[src/rtl/rc_approx_err_monitor_if.sv]
// rtl/rc_approx_err_monitor_if.sv - operand/sum bus between the error monitor and the adder under test
interface rc_approx_err_monitor_if #(
  parameter int WIDTH = 8
);
  logic [WIDTH-1:0] dut_in1;
  logic [WIDTH-1:0] dut_in2;
  logic [WIDTH:0]   dut_sum;

  modport master (output dut_in1, output dut_in2, input dut_sum);
  modport slave  (input dut_in1, input dut_in2, output dut_sum);
endinterface

[src/rtl/rc_approx_err_monitor.sv]
// rtl/rc_approx_err_monitor.sv - exhaustive sweep of an approximate adder, accumulating error count, MAE numerator and WCE
module rc_approx_err_monitor #(
  parameter int WIDTH = 8
) (
  input  logic                       clk,
  input  logic                       rst,
  input  logic                       start,
  output logic                       busy,
  output logic                       done,
  rc_approx_err_monitor_if.master    adder,
  output logic [2*WIDTH:0]           err_count,
  output logic [3*WIDTH:0]           err_sum,
  output logic [WIDTH:0]             wce,
  output logic [WIDTH-1:0]           first_err_a,
  output logic [WIDTH-1:0]           first_err_b,
  output logic                       first_err_vld
);

  typedef enum logic [1:0] {IDLE, SWEEP, DRAIN, DONE} state_t;

  state_t               state_q, state_d;
  logic                 drain_q;
  logic [2*WIDTH-1:0]   cnt_q;
  logic                 start_ok;

  logic                 s1_vld;
  logic [WIDTH:0]       s1_sum;
  logic [WIDTH:0]       s1_exact;
  logic [WIDTH-1:0]     s1_a;
  logic [WIDTH-1:0]     s1_b;
  logic [WIDTH:0]       diff;

  // Operands come straight from the counter register, so the adder path is register-to-register.
  assign adder.dut_in1 = cnt_q[WIDTH-1:0];
  assign adder.dut_in2 = cnt_q[2*WIDTH-1:WIDTH];

  assign start_ok = start && ((state_q == IDLE) || (state_q == DONE));

  always_comb begin
    state_d = state_q;
    busy    = 1'b0;
    done    = 1'b0;
    case (state_q)
      IDLE:  if (start) state_d = SWEEP;
      SWEEP: begin
        busy = 1'b1;
        if (&cnt_q) state_d = DRAIN;
      end
      DRAIN: begin
        busy = 1'b1;
        if (drain_q) state_d = DONE;
      end
      DONE: begin
        done = 1'b1;
        if (start) state_d = SWEEP;
      end
      default: state_d = IDLE;
    endcase
  end

  always_ff @(posedge clk) begin
    if (rst) begin
      state_q <= IDLE;
      drain_q <= 1'b0;
      cnt_q   <= '0;
    end else begin
      state_q <= state_d;
      drain_q <= (state_q == DRAIN) && !drain_q;
      // Natural wrap at the last pair leaves the operands at 0 outside SWEEP.
      cnt_q   <= (state_q == SWEEP) ? cnt_q + 1'b1 : '0;
    end
  end

  always_ff @(posedge clk) begin
    if (rst) begin
      s1_vld   <= 1'b0;
      s1_sum   <= '0;
      s1_exact <= '0;
      s1_a     <= '0;
      s1_b     <= '0;
    end else begin
      s1_vld   <= (state_q == SWEEP) && !start_ok;
      s1_sum   <= adder.dut_sum;
      s1_exact <= {1'b0, adder.dut_in1} + {1'b0, adder.dut_in2};
      s1_a     <= adder.dut_in1;
      s1_b     <= adder.dut_in2;
    end
  end

  always_comb begin
    diff = '0;
    if (s1_sum >= s1_exact) diff = s1_sum - s1_exact;
    else                    diff = s1_exact - s1_sum;
  end

  always_ff @(posedge clk) begin
    if (rst || start_ok) begin
      err_count     <= '0;
      err_sum       <= '0;
      wce           <= '0;
      first_err_a   <= '0;
      first_err_b   <= '0;
      first_err_vld <= 1'b0;
    end else if (s1_vld) begin
      err_count <= err_count + {{(2*WIDTH){1'b0}}, |diff};
      err_sum   <= err_sum + {{(2*WIDTH){1'b0}}, diff};
      if (diff > wce) wce <= diff;
      if (!first_err_vld && (diff != '0)) begin
        first_err_a   <= s1_a;
        first_err_b   <= s1_b;
        first_err_vld <= 1'b1;
      end
    end
  end

endmodule

[src/flat_wrapper.sv]
// flat-port wrapper written by rule: the top's interface ports become plain ports
module rc_approx_err_monitor_flat 
#(
  parameter int WIDTH = 8
)
  (clk, rst, start, busy, done, err_count, err_sum, wce, first_err_a, first_err_b, first_err_vld, adder_dut_in1, adder_dut_in2, adder_dut_sum);
  rc_approx_err_monitor_if #(.WIDTH(WIDTH)) adder_i ();
  input  logic clk;
  input  logic rst;
  input  logic start;
  output logic busy;
  output logic done;
  output logic [2*WIDTH:0] err_count;
  output logic [3*WIDTH:0] err_sum;
  output logic [WIDTH:0] wce;
  output logic [WIDTH-1:0] first_err_a;
  output logic [WIDTH-1:0] first_err_b;
  output logic first_err_vld;
  output wire logic [$bits(adder_i.dut_in1)-1:0] adder_dut_in1;
  output wire logic [$bits(adder_i.dut_in2)-1:0] adder_dut_in2;
  input wire logic [$bits(adder_i.dut_sum)-1:0] adder_dut_sum;
  assign adder_dut_in1 = adder_i.dut_in1;
  assign adder_dut_in2 = adder_i.dut_in2;
  assign adder_i.dut_sum = adder_dut_sum;
  rc_approx_err_monitor #(.WIDTH(WIDTH)) u_core (.clk(clk), .rst(rst), .start(start), .busy(busy), .done(done), .adder(adder_i), .err_count(err_count), .err_sum(err_sum), .wce(wce), .first_err_a(first_err_a), .first_err_b(first_err_b), .first_err_vld(first_err_vld));
endmodule
[config.mk]
export PLATFORM = sky130hd
export DESIGN_NAME = rc_approx_err_monitor_flat
export DESIGN_NICKNAME = d
export VERILOG_FILES = /design/src/rtl/rc_approx_err_monitor_if.sv /design/src/rtl/rc_approx_err_monitor.sv /design/src/flat_wrapper.sv
export SDC_FILE = /design/constraint.sdc
export NUM_CORES = 1
export LEC_CHECK = 0
export ABC_AREA = 1
export CAP_MARGIN = 20
export CORE_MARGIN = 5
export CORE_UTILIZATION = 40
export DETAILED_ROUTE_END_ITERATION = 7
export SYNTH_ARGS = -nofsm -noshare
export SYNTH_HDL_FRONTEND = slang
export SYNTH_SLANG_ARGS = --single-unit
[constraint.sdc]
create_clock -name clk -period 5.7 [get_ports clk]
set_input_delay 1.14 -clock clk [delete_from_list [all_inputs] [get_ports clk]]
set_output_delay 1.14 -clock clk [all_outputs]
set_load 0.005 [all_outputs]
==> qor.yml <==
status: "finished clean"
multi_input_area_mm2: 0.003657
rows: 48
gr-total-overflow: 0
wl_met1_um: 8109
grt_max_degree: 50
swShare: 0.3314
p_clk_frac: 0.384
detail-route-antenna-nets: 0
antennaDiodeCount: 0
avgSynthCellArea_um2: 6.815
fin_setup_tns_ps: 0
synth_top_area_frac: 0.3513
finClkSkew_ps: 8.130
synth-seq-cells: 122
vias: 6384
cts_tree: "yes"
drv_slew: 0
worst_slew_pin_slew_ps: 766.8
internal_power_mw: 1.910
placed_cells: 1321
finalHoldViolCount: 0
p_comb_frac: 0.278
ir_worst_vdd_uv: 317.9
yosys.cell_types.count: 40
place_area_mm2: 0.008092
fp.dieH_um: 141.8
die_w_um: 141.8
start_kind: "register"
area_delta_synth_final_pct: 25.02
wl_per_cell_um: 13.06
synthTopCellsByArea: "dfxtp_1, nand2_1, inv_1"
syn_nets: 1080
cts.clk_slew.worst_paths_ps: 60
post_cts_buffers: 0
ctsHoldBuffers: 0
register_area_mm2: 0.002442
fin_area_mm2: 0.008691
asyncSetResetFlopFracSynth: 0
syn_inst: 1020
cts_made_buffers: 17
fin_cells: 1353
crit_type: "register to register"
final_common_cell: "nand2_1"
totalWireLength_um: 17670
nets: 1175
worstPathRequired_ps: 6060
syn_area_mm2: 0.006952
hpwl_um: 13320
drt_first_pass_iters: 5
cp.arrival_ps: 4200
clock.fmax_mhz: 260.1
insertion_delay_ps: 420
drt-initial-drc-count: 309
port_buffers: 97
p_leak_nw: 3.766
cts_resized: 0
synth_edf_count: 0
power.switching_uw: 946.8
track_usage: 0.1828
start_util: 0.4047
core_mm2: 0.01718
wl_met2_um: 8387
synth-main-ff-cell: "dfxtp_1"
period_minus_slack_ps: 3844
yosys_warnings: 0
min_path_type: "register to register"
crit_path_top_delay_cell: "fa_1"
clockRootBuffer: "clkbuf_16"
crit_path_max_fanout: 4
utilization: 0.5060
routed-wl-met3_um: 870
place_ws_ps: 1855
final.setup.worst_slack_ps: 1856
cts-htree-levels: 4
cp_common_cell: "nand2_1"
critPathCaptureType: "register"
antenna_found_initial: 0
drive_gt1_frac: 0.07004
pwr-share-seq: 0.339
grt_setup_unrepaired: "no"
fillers: 1714
cts_buffer_depth: 2
power_density_mw_per_mm2: 328.8
relSlewSlack: 0.4856
finalSetupViolCount: 0
period_share: 0.6744
gp_congestion: 0.8884
grt_pass1_wl_um: 29590
top_layer: "met4"
synth.yosys.seq_area_share: 0.3513
die-area_mm2: 0.02012
clock_sinks: 122
drc: 0
synth_area_leader_cell: "dfxtp_1"
via_per_inst: 4.718
grt_pass1_vias: 6046
mostFrequentLayoutCells: "nand2_1, inv_1, nor2_1"
io_pins: 98
cpPeakStageDelay_ps: 400
max-cap-violations: 0
-- state kept, by name (all words and copies together) (netlist names) --
signal and cells:
u_core.s1_vld 1, u_core.err_sum 25, u_core.state_q 2, u_core.wce 9
u_core.s1_a 8, u_core.first_err_vld 1, u_core.s1_sum 9, u_core.first_err_a 8
u_core.err_count 17, u_core.drain_q 1, u_core.cnt_q 16, u_core.s1_b 8
u_core.s1_exact 9, u_core.first_err_b 8
-- path summary, 6_finish.rpt --
check / from / end / slack [ps] / cells past startpoint
max: u_core.s1_exact[0] / u_core.err_count[16] / 1860 / 28
min: u_core.err_count[16] / u_core.err_count[16] / 460 / 1
max reg2reg: u_core.s1_exact[0] / u_core.err_count[16] / 1860 / 28
min reg2reg: u_core.err_count[16] / u_core.err_count[16] / 460 / 1
-- power by group through the flow --
stage	Combinational (mW)	Sequential, mW	Clock (mW)
3_5_place_dp	0.797	0.987	0
4_1_cts	0.801	0.970	1.11
2_1_floorplan	0.555	0.976	0
3_3_place_gp	0.797	0.988	0
5_1_grt	0.915	0.976	1.15
6_report	0.793	0.967	1.10
-- cells by family (layout without fill, tap and decap cells) --
group	count (synthesis)	after routing	share of synthesized area
AND/OR/NAND/NOR	499	499	0.3213
XOR/XNOR	18	18	0.02268
flip-flops	122	122	0.3513
AO/OA/AOI/OAI	118	118	0.09089
buffers and inverters	215	323	0.1242
adder cells (fa/ha/maj)	48	48	0.08963
-- metrics by stage --
stage	total power, mW	hold slack, ps
floorplan	1.531	446.4
global placement	1.785	449.3
detailed placement	1.785	451.0
CTS	2.884	459.7
global route	3.046	502.8
finish	2.857	458.3
-- cells in the mapped netlist (all sizes together) (3+ instances only) --
master	n
a21o	5
a21oi	74
buf	13
clkbuf	11
clkinv	11
dfxtp	122
fa	3
ha	45
inv	180
nand2	228
nand3	64
nand3b	3
nand4	30
nor2	144
nor3	19
nor4	6
o21a	3
o21ai	30
xnor2	4
xor2	14
-- area by class of cell --
class                      count  share of cell area
timing repair buffer         100              0.1143
multi-input combinational    683              0.4208
inverter                     191             0.08249
tap                          225             0.03239
clock inverter                10             0.01324
sequential                   122              0.2810
clock buffer                  22             0.05572
-- critical path, delay by kind of cell (launching register included) --
family / cells / cell delay [ps]
xor gates and xnor gates: 1 / 160
adders and majority gates: 3 / 720
AOI/OAI and AO/OA: 3 / 320
and+or+nand+nor: 18 / 2040
DFF: 1 / 310
buffers and inverters: 3 / 250
-- metal layers --
layer / track usage / vias up
met1: 0.2329 / 2822
li1: - / 3400
met5: 0 / -
met4: 0.06010 / 0
met2: 0.3060 / 140
met3: 0.04146 / 22
No activity file was read; power rests on OpenSTA's default activity.
